$ cat config.mk
export PLATFORM = sky130hd
export DESIGN_NAME = fetch_unit
export DESIGN_NICKNAME = d
export VERILOG_FILES = /design/src/rtl/fetch_pkg.sv /design/src/rtl/fetch_queue.sv /design/src/rtl/fetch_unit.sv
export SDC_FILE = /design/constraint.sdc
export NUM_CORES = 1
export LEC_CHECK = 0
export CORE_MARGIN = 5
export CORE_UTILIZATION = 41
export CTS_CLUSTER_SIZE = 16
export DETAILED_ROUTE_END_ITERATION = 12
export GPL_TIMING_DRIVEN = 1
export PLACE_DENSITY = 0.68
export SLEW_MARGIN = 20
export SYNTH_ARGS = -nofsm -noshare
export SYNTH_HDL_FRONTEND = slang
export SYNTH_SLANG_ARGS = --single-unit
$ cat constraint.sdc
create_clock -name clk -period 5.8 [get_ports clk]
set_input_delay 0.87 -clock clk [delete_from_list [all_inputs] [get_ports clk]]
set_output_delay 0.87 -clock clk [all_outputs]
set_load 0.005 [all_outputs]
$ cat src/rtl/fetch_pkg.sv
// Shared types and constants for the instruction fetch unit and its queue.
package fetch_pkg;

  typedef struct packed {
    logic [31:0] pc;
    logic [31:0] instr;
  } fetch_entry_t;

  localparam int unsigned INSTR_BYTES      = 4;
  localparam logic [31:0] DEFAULT_RESET_PC = 32'h0000_0000;

endpackage

$ cat src/rtl/fetch_queue.sv
// Synchronous FIFO of fetch entries; flush beats push and pop, and only
// control state is reset while the entry storage is left as data.
module fetch_queue
  import fetch_pkg::*;
#(
  parameter int DEPTH = 2
) (
  input  logic         clk,
  input  logic         rst,
  input  logic         i_push,
  input  logic         i_pop,
  input  logic         i_flush,
  input  fetch_entry_t i_data,
  output fetch_entry_t o_head,
  output logic         o_full,
  output logic         o_empty
);

  localparam int PW = (DEPTH > 1) ? $clog2(DEPTH) : 1;
  localparam logic [PW:0]   CNT_ONE  = (PW + 1)'(1);
  localparam logic [PW:0]   CNT_FULL = (PW + 1)'(DEPTH);
  localparam logic [PW-1:0] PTR_ONE  = PW'(1);

  fetch_entry_t    r_mem [DEPTH];
  logic [PW-1:0]   r_wr_ptr;
  logic [PW-1:0]   r_rd_ptr;
  logic [PW:0]     r_count;
  logic            w_pop;
  logic            w_push;

  assign o_full  = (r_count == CNT_FULL);
  assign o_empty = (r_count == '0);
  assign o_head  = r_mem[r_rd_ptr];

  // A push into a full queue is legal only when the head leaves in the same cycle.
  assign w_pop  = i_pop && !o_empty;
  assign w_push = i_push && (!o_full || w_pop);

  always_ff @(posedge clk) begin
    if (rst || i_flush) begin
      r_wr_ptr <= '0;
      r_rd_ptr <= '0;
      r_count  <= '0;
    end else begin
      if (w_push) r_wr_ptr <= r_wr_ptr + PTR_ONE;
      if (w_pop)  r_rd_ptr <= r_rd_ptr + PTR_ONE;
      case ({w_push, w_pop})
        2'b10:   r_count <= r_count + CNT_ONE;
        2'b01:   r_count <= r_count - CNT_ONE;
        default: r_count <= r_count;
      endcase
    end
  end

  always_ff @(posedge clk) begin
    if (w_push && !i_flush && !rst) r_mem[r_wr_ptr] <= i_data;
  end

endmodule

$ cat src/rtl/fetch_unit.sv
// Sequential instruction fetch with a small decoupling queue and redirects.
// Optional macro FETCH_MISALIGN_CHECK_EN: misaligned redirects raise a sticky fault and halt fetch.
module fetch_unit
  import fetch_pkg::*;
#(
  parameter logic [31:0] RESET_PC    = DEFAULT_RESET_PC,
  parameter int          QUEUE_DEPTH = 2
) (
  input  logic        clk,
  input  logic        rst,
  output logic [31:0] imem_addr,
  input  logic [31:0] imem_instr,
  input  logic        redirect_valid,
  input  logic [31:0] redirect_pc,
  output logic        out_valid,
  input  logic        out_ready,
  output logic [31:0] out_instr,
  output logic [31:0] out_pc,
  output logic        fetch_fault
);

  localparam logic [31:0] PC_STEP = 32'(INSTR_BYTES);

  logic [31:0]  r_pc;
  logic         w_halt;
  logic         w_load_pc;
  logic [31:0]  w_target;
  logic         w_full;
  logic         w_empty;
  logic         w_pop;
  logic         w_push;
  fetch_entry_t w_head;
  fetch_entry_t w_new;

`ifdef FETCH_MISALIGN_CHECK_EN
  logic r_fault;
  logic w_misaligned;

  assign w_misaligned = |redirect_pc[1:0];
  assign w_target     = redirect_pc;
  assign w_load_pc    = !w_misaligned;
  assign w_halt       = r_fault;
  assign fetch_fault  = r_fault;

  // Fault is re-evaluated on every redirect, so an aligned one clears it.
  always_ff @(posedge clk) begin
    if (rst)                 r_fault <= 1'b0;
    else if (redirect_valid) r_fault <= w_misaligned;
  end
`else
  assign w_target    = redirect_pc & ~32'h0000_0003;
  assign w_load_pc   = 1'b1;
  assign w_halt      = 1'b0;
  assign fetch_fault = 1'b0;
`endif

  assign imem_addr = r_pc;
  assign out_valid = !w_empty;
  assign w_pop     = !w_empty && out_ready && !redirect_valid;
  assign w_push    = !redirect_valid && !w_halt && (!w_full || w_pop);
  assign w_new     = '{pc: r_pc, instr: imem_instr};

  // Zero the visible head when empty so reset and flush leave clean outputs.
  assign out_instr = w_empty ? 32'h0 : w_head.instr;
  assign out_pc    = w_empty ? 32'h0 : w_head.pc;

  always_ff @(posedge clk) begin
    if (rst)                 r_pc <= RESET_PC;
    else if (redirect_valid) r_pc <= w_load_pc ? w_target : r_pc;
    else if (w_push)         r_pc <= r_pc + PC_STEP;
  end

  fetch_queue #(
    .DEPTH(QUEUE_DEPTH)
  ) u_queue (
    .clk    (clk),
    .rst    (rst),
    .i_push (w_push),
    .i_pop  (w_pop),
    .i_flush(redirect_valid),
    .i_data (w_new),
    .o_head (w_head),
    .o_full (w_full),
    .o_empty(w_empty)
  );

endmodule

==> summary.md, run 1 <==
| Metric | Value |
|---|---|
| Status | `finished clean` |
| Area delta synth->final | `33.77%` |
| Die height | `139.7 um` |
| Area after DPL | `8662 um^2` |
| Worst VDD drop | `0.1853 mV` |
| DPL Wire Length | `11180 um` |
| Clock sinks | `159` |
| Int Pwr | `2.073 mW` |
| DRT iter0 DRCs | `288` |
| Fmax | `0.2862 GHz` |
| Worst path slowest cell | `clkdlybuf4s50_1` |
| Placed Cells | `892` |
| Vias in the first global route | `5019` |
| Die Width | `139.7 um` |
| Crit start category | `primary input` |
| Worst Path Buf+Inv | `2` |
| Final Hold Fails | `0` |
| Non-Filler Instances | `924` |
| Final WS setup | `2.306 ns` |
| Total die area | `19530 um^2` |
| R2R depth | `6` |
| Combinational power share | `10.5%` |
| Largest net degree at the start of global routing | `67` |
| Syn Inst Count | `545` |
| Setup Buffers After CTS | `0` |
| Fin crit share | `60.24%` |
| Crit-path leading delay family | `buffers and inverters` |
| Hold/Removal Path Class | `flop to flop` |
| DRC | `0` |
| Clock Tree Buf Depth | `2` |
| WL/cell | `18.35 um` |
| CTS Buf Count | `17` |
| Root buffer cell | `clkbuf_16` |
| Met1 usage | `22.37%` |
| Antenna violations before repair | `0` |
| Pre-CTS setup slack | `1.940 ns` |
| CTS H-Tree Depth | `4` |
| Max-Slew Margin vs Limit | `26.76%` |
| CP Capture Type | `flop` |
| PortBufs | `158` |
| Clock Skews | `0.008044 ns` |
| Psw | `0.6150 mW` |
| Post-synth ARST share | `0%` |
| Most Crowded Layer GR | `met2` |
| CP peak stage delay | `0.77 ns` |
| Antenna-violating nets left | `0` |
| CTS tree | `done` |
| Pleak | `2.907 nW` |
| Routed vias | `4963` |
| Clk pwr share | `40.0%` |
| Req. time, crit path | `5.88 ns` |
| YS warnings | `0` |
| Met3 usage | `3.808%` |
| Layout cells sized above 1 | `6.250%` |
| Number of vias per cell | `5.371` |
| CP max FO | `51` |
| Initial core utilization | `41.77%` |
| Gpl congestion | `0.8499` |
| Clock transition at path regs | `0.06 ns` |
| Critical path depth | `5` |
| Switch share | `22.88%` |
| RSZ-0062 raised after global routing | `no` |
| Hold-fix buffers, CTS | `0` |
| Total Power | `2.688 mW` |
| Rows | `47` |
| GRT Total Usage | `17.12%` |
| Worst Path Arrival | `3.58 ns` |
| Mean post-synth cell area | `12.66 um^2` |
| Cts repair resizes | `0` |
| CP Cell Sequence | `clkdlybuf4s50_1, or2_1, a21oi_1, nor2b_4, buf_12` |
| Minimum clock period | `3.494 ns` |
| First-pass GRT wire length | `26770 um` |
| EDFF count, synth | `124` |
| FF/Latch Area | `4428 um^2` |
| Flop and latch count out of synthesis | `159` |
| Max Cap Violations | `0` |
| WS Path Type | `primary input to flop` |
| Actual slew at the worst max-slew pin | `1.099 ns` |
| Area of the mapped netlist | `6902 um^2` |
| Multi-input logic area | `2293 um^2` |
| Sequential power share | `49.5%` |
| Global route overflow | `0` |
| Top Ports | `166` |
| Count of final setup violators | `0` |
| First-pass iteration count of the detailed router | `5` |
| Wire length after detailed routing | `16950 um` |
| Fill count | `1365` |
| Layout Nets | `762` |
| Netlist cell types | `54` |
| Setup TNS | `0 ns` |
| PwrDens | `291.1 nW/um^2` |
| Clk_lat worst skew | `0.42 ns` |
| Core Box Area | `16520 um^2` |
| Ant. Diodes | `0` |
| Main synth FF type | `edfxtp_1` |
| Fin. max-slew vios | `0` |
| Met2 usage | `28.61%` |
| Min-Delay Path Depth | `2` |
| Post-synthesis sequential area ratio | `64.10%` |
| Fin area | `9233 um^2` |
-- logic make-up (layout without fill, tap and decap cells) --
| logic type | count (synthesis) | after routing | synth area share, % |
|---|---|---|---|
| AO/OA/AOI/OAI | 76 | 76 | 8.756 |
| XOR/XNOR | 11 | 11 | 1.396 |
| adder cells (fa/ha/maj) | 3 | 3 | 0.5439 |
| buffers and inverters | 50 | 205 | 3.064 |
| flip-flops | 159 | 159 | 64.10 |
| multiplexers | 62 | 62 | 8.992 |
| other | 1 | 5 | 0.05434 |
| AND/OR/NAND/NOR | 183 | 183 | 13.09 |
-- cells in the final DEF (no fill, tap or decap), types with 3 or more instances in the layout --
cell,synthesis,final
clkdlybuf4s50_1,0,158
edfxtp_1,124,124
nor2_1,96,96
mux2i_1,62,62
dfxtp_1,35,34
clkbuf_16,0,17
nand2_1,16,16
a211oi_1,15,15
nand3_1,13,13
nand4_1,13,13
a311oi_1,12,12
inv_1,11,11
xnor2_1,9,9
a21oi_1,8,8
or4b_1,6,6
o21ai_0,5,5
and3_1,5,5
and2_1,6,5
a2111oi_0,5,5
or4_1,5,5
conb_1,1,5
o41ai_1,4,4
o31ai_1,4,4
or2_1,3,3
and4_1,3,3
or3_1,3,3
a21o_1,3,3
o31a_1,3,3
clkinv_2,0,3
clkinv_4,0,3
buf_4,5,3
-- path summary, 6_finish.rpt --
kind,start,endpoint,slack [ns]
max,redirect_valid,u_queue.r_mem[0][51],2.31
min,u_queue.r_rd_ptr,flop,0.53
max reg2reg,u_queue.r_count[0],u_queue.r_mem[0][51],2.88
min reg2reg,u_queue.r_rd_ptr,flop,0.53
-- stage by stage --
stage | hold WS, ns | utilization [%]
final | 0.5283 | 55.87
after global routing | 0.5660 | 55.87
after CTS | 0.5343 | 55.87
after detailed placement | 0.5156 | 52.42
after global placement | 0.4925 | 52.42
after floorplan | 0.4659 | -
-- sequential cells by signal (all words and copies together) (netlist names), named ones only --
name	cells
imem_addr	30
u_queue.r_count	2
u_queue.r_mem	124
u_queue.r_rd_ptr	1
u_queue.r_wr_ptr	1
-- worst register-to-register path, stage by stage (launching register included) --
cell,delay [ns]
dfxtp_1,0.35
inv_1,0.07
ha_2,0.19
nand2b_1,0.44
a21oi_1,0.58
nor2b_4,0.57
buf_12,0.32
-- final cells by class --
cell class	instances	area share, %
Clock inverter	14	1.531
Sequential cell	159	47.96
Inverter	11	0.4472
Clock buffer	18	4.648
Multi-Input combinational cell	340	24.84
Timing Repair Buffer	162	17.59
Tap cell	220	2.981
-- cell usage after synthesis, types with 4 or more instances --
master | count | share of area [%]
a2111oi_0 | 5 | 0.63
a211oi_1 | 15 | 1.6
a21oi_1 | 8 | 0.58
a311oi_1 | 12 | 1.5
and2_1 | 6 | 0.54
and3_1 | 5 | 0.45
buf_2 | 4 | 0.29
buf_4 | 5 | 0.54
clkbuf_1 | 28 | 1.5
dfxtp_1 | 35 | 10
edfxtp_1 | 124 | 54
inv_1 | 11 | 0.60
mux2i_1 | 62 | 9.0
nand2_1 | 16 | 0.87
nand3_1 | 13 | 0.94
nand4_1 | 13 | 1.2
nor2_1 | 96 | 5.2
o21ai_0 | 5 | 0.36
o31ai_1 | 4 | 0.44
o41ai_1 | 4 | 0.51
or4_1 | 5 | 0.54
or4b_1 | 6 | 0.87
xnor2_1 | 9 | 1.1
-- routing by layer --
layer | up-vias | share of wire, % | wire length, um
met3 | 20 | 6.1 | 1028
met5 | - | 0 | 0
met1 | 2410 | 44 | 7421
li1 | 2357 | - | -
met4 | 0 | 1.4 | 243
met2 | 176 | 49 | 8259
-- power by group through the flow --
stage	combinational, mW	clock, mW	sequential (mW)
floorplan	0.123	0	1.34
global placement	0.280	0	1.35
detailed placement	0.284	0	1.36
CTS	0.285	1.10	1.33
global route	0.307	1.15	1.34
finish	0.281	1.08	1.33
(Power assumes the default switching activity.)
==> run 2: changes to the inputs <==
- clock period: 5.8 -> 3.3 ns (I/O delays scaled with it)
==> summary.md, run 2 (synthesis gave the netlist of run 1 again) <==
| Metric | Value |
|---|---|
| Status | `finished clean` |
| WS Path Type | `flop to primary output` |
| Most Crowded Layer GR | `met2` |
| Initial core utilization | `41.77%` |
| Die Width | `139.7 um` |
| DPL Wire Length | `11790 um` |
| Actual slew at the worst max-slew pin | `0.8840 ns` |
| Number of vias per cell | `5.368` |
| Max FFs per register | `124` |
| Clock Tree Buf Depth | `2` |
| Largest Register | `u_queue.r_mem` |
| Met2 usage | `29.12%` |
| Launch point of the worst reg-to-reg path | `u_queue.r_count[0]` |
| Crit start category | `flop` |
| Fmax | `0.3275 GHz` |
| RSZ-0062 raised after global routing | `no` |
| Antenna-violating nets left | `0` |
| Total die area | `19530 um^2` |
| Minimum clock period | `3.053 ns` |
| Die height | `139.7 um` |
| Cts repair resizes | `0` |
| Worst VDD drop | `0.3737 mV` |
| Ant. Diodes | `0` |
| CP Capture Type | `primary output` |
| Rows | `47` |
| Largest net degree at the start of global routing | `42` |
| Wire length after detailed routing | `17110 um` |
| Antenna violations before repair | `0` |
| Top Ports | `166` |
| Met3 usage | `4.871%` |
| Routed vias | `5030` |
| CP max FO | `41` |
| Layout Nets | `776` |
| Global route overflow | `0` |
| GRT Total Usage | `17.33%` |
| CTS H-Tree Depth | `4` |
| Final Hold Fails | `0` |
| Clk_lat worst skew | `0.42 ns` |
| DRT iter0 DRCs | `373` |
| Setup Buffers After CTS | `0` |
| Core Box Area | `16520 um^2` |
| Hold path start | `u_queue.r_rd_ptr` |
| Max-Slew Margin vs Limit | `40.81%` |
| Gpl congestion | `0.8764` |
| Commonest non-fill, non-tap cell in the layout | `clkdlybuf4s50_1` |
| Min-Delay Path Depth | `2` |
| Count of final setup violators | `0` |
| Area delta synth->final | `35.57%` |
| Vias in the first global route | `4946` |
| Pleak | `2.985 nW` |
| Met1 usage | `22.15%` |
| Layout cells sized above 1 | `7.950%` |
| Hold-fix buffers, CTS | `0` |
| Crit path from | `u_queue.r_count[0]` |
| CTS tree | `done` |
| Fin. max-slew vios | `0` |
| First-pass GRT wire length | `26760 um` |
| DRC | `0` |
| Setup TNS | `0 ns` |
| Core Util, Final | `56.62%` |
| CTS Buf Count | `17` |
| Clock Skews | `0.005100 ns` |
| Hold/Removal Path Class | `flop to flop` |
| Max Cap Violations | `0` |
| WL/cell | `18.26 um` |
| Fin crit share | `92.53%` |
| Req. time, crit path | `2.80 ns` |
| Root buffer cell | `clkbuf_16` |
| Clock sinks | `159` |
| PwrDens | `500.1 nW/um^2` |
| Commonest non-fill, non-tap cells in the layout | `clkdlybuf4s50_1 (158), edfxtp_1 (124), nor2_1 (96)` |
| First-pass iteration count of the detailed router | `5` |
| PortBufs | `158` |
| R2R depth | `6` |
| Worst Path Arrival | `2.56 ns` |
| Clock transition at path regs | `0.06 ns` |
## run 2: cell count changes in the layout (fill, tap and decap cells not counted)
cell        previous run  this run
clkinv_4               3         1
clkbuf_1               1         2
inv_6                  2         1
clkinv_1               2         1
buf_4                  3        14
clkinvlp_4             2         1
clkinv_2               3         6
buf_12                 1         4
## run 2: final timing paths
path / endpoint / slack, ns
min reg2reg: flop / 0.52
min: flop / 0.52
max: out_pc[24] / 0.25
max reg2reg: imem_addr[22] / 0.71
## run 2: cell type report
cell class	count	area [um^2]
Clock buffer	19	432.9
Tap cell	220	275.3
Clock inverter	12	118.9
Timing Repair Buffer	176	1767
Sequential cell	159	4428
Inverter	11	41.29
Multi-Input combinational cell	340	2293
Fill cell	1358	7168
## run 2: metal layers
metal,part of all wire (%),routed length [um]
met3,8.0,1361
met4,1.6,275
met2,49,8354
met5,0,0
met1,42,7116
## run 2: critical path: stages (launching register included)
cell,delay (ns)
dfxtp_1,0.32
inv_1,0.08
ha_2,0.59
buf_4,0.50
nor2_1,0.13
clkdlybuf4s50_1,0.49
## run 2: where the power goes
part	switching, mW	total, mW	internal [mW]
logic	0.225	0.518	0.293
registers	0.0790	2.33	2.25
clock network	0.731	1.83	1.10
total	1.03	4.68	3.64
## run 2: stage by stage
stage	setup slack, ns	power, mW	instances	hold WS [ns]	instance area, um^2
finish	0.2466	4.679	937	0.5187	9356
CTS	0.1915	4.726	937	0.5275	9356
floorplan	0.4536	2.563	549	0.4659	6925
detailed placement	0.5593	2.897	906	0.5084	8805
global placement	0.6993	2.885	906	0.4920	8805
global route	0.09599	4.874	937	0.5572	9356
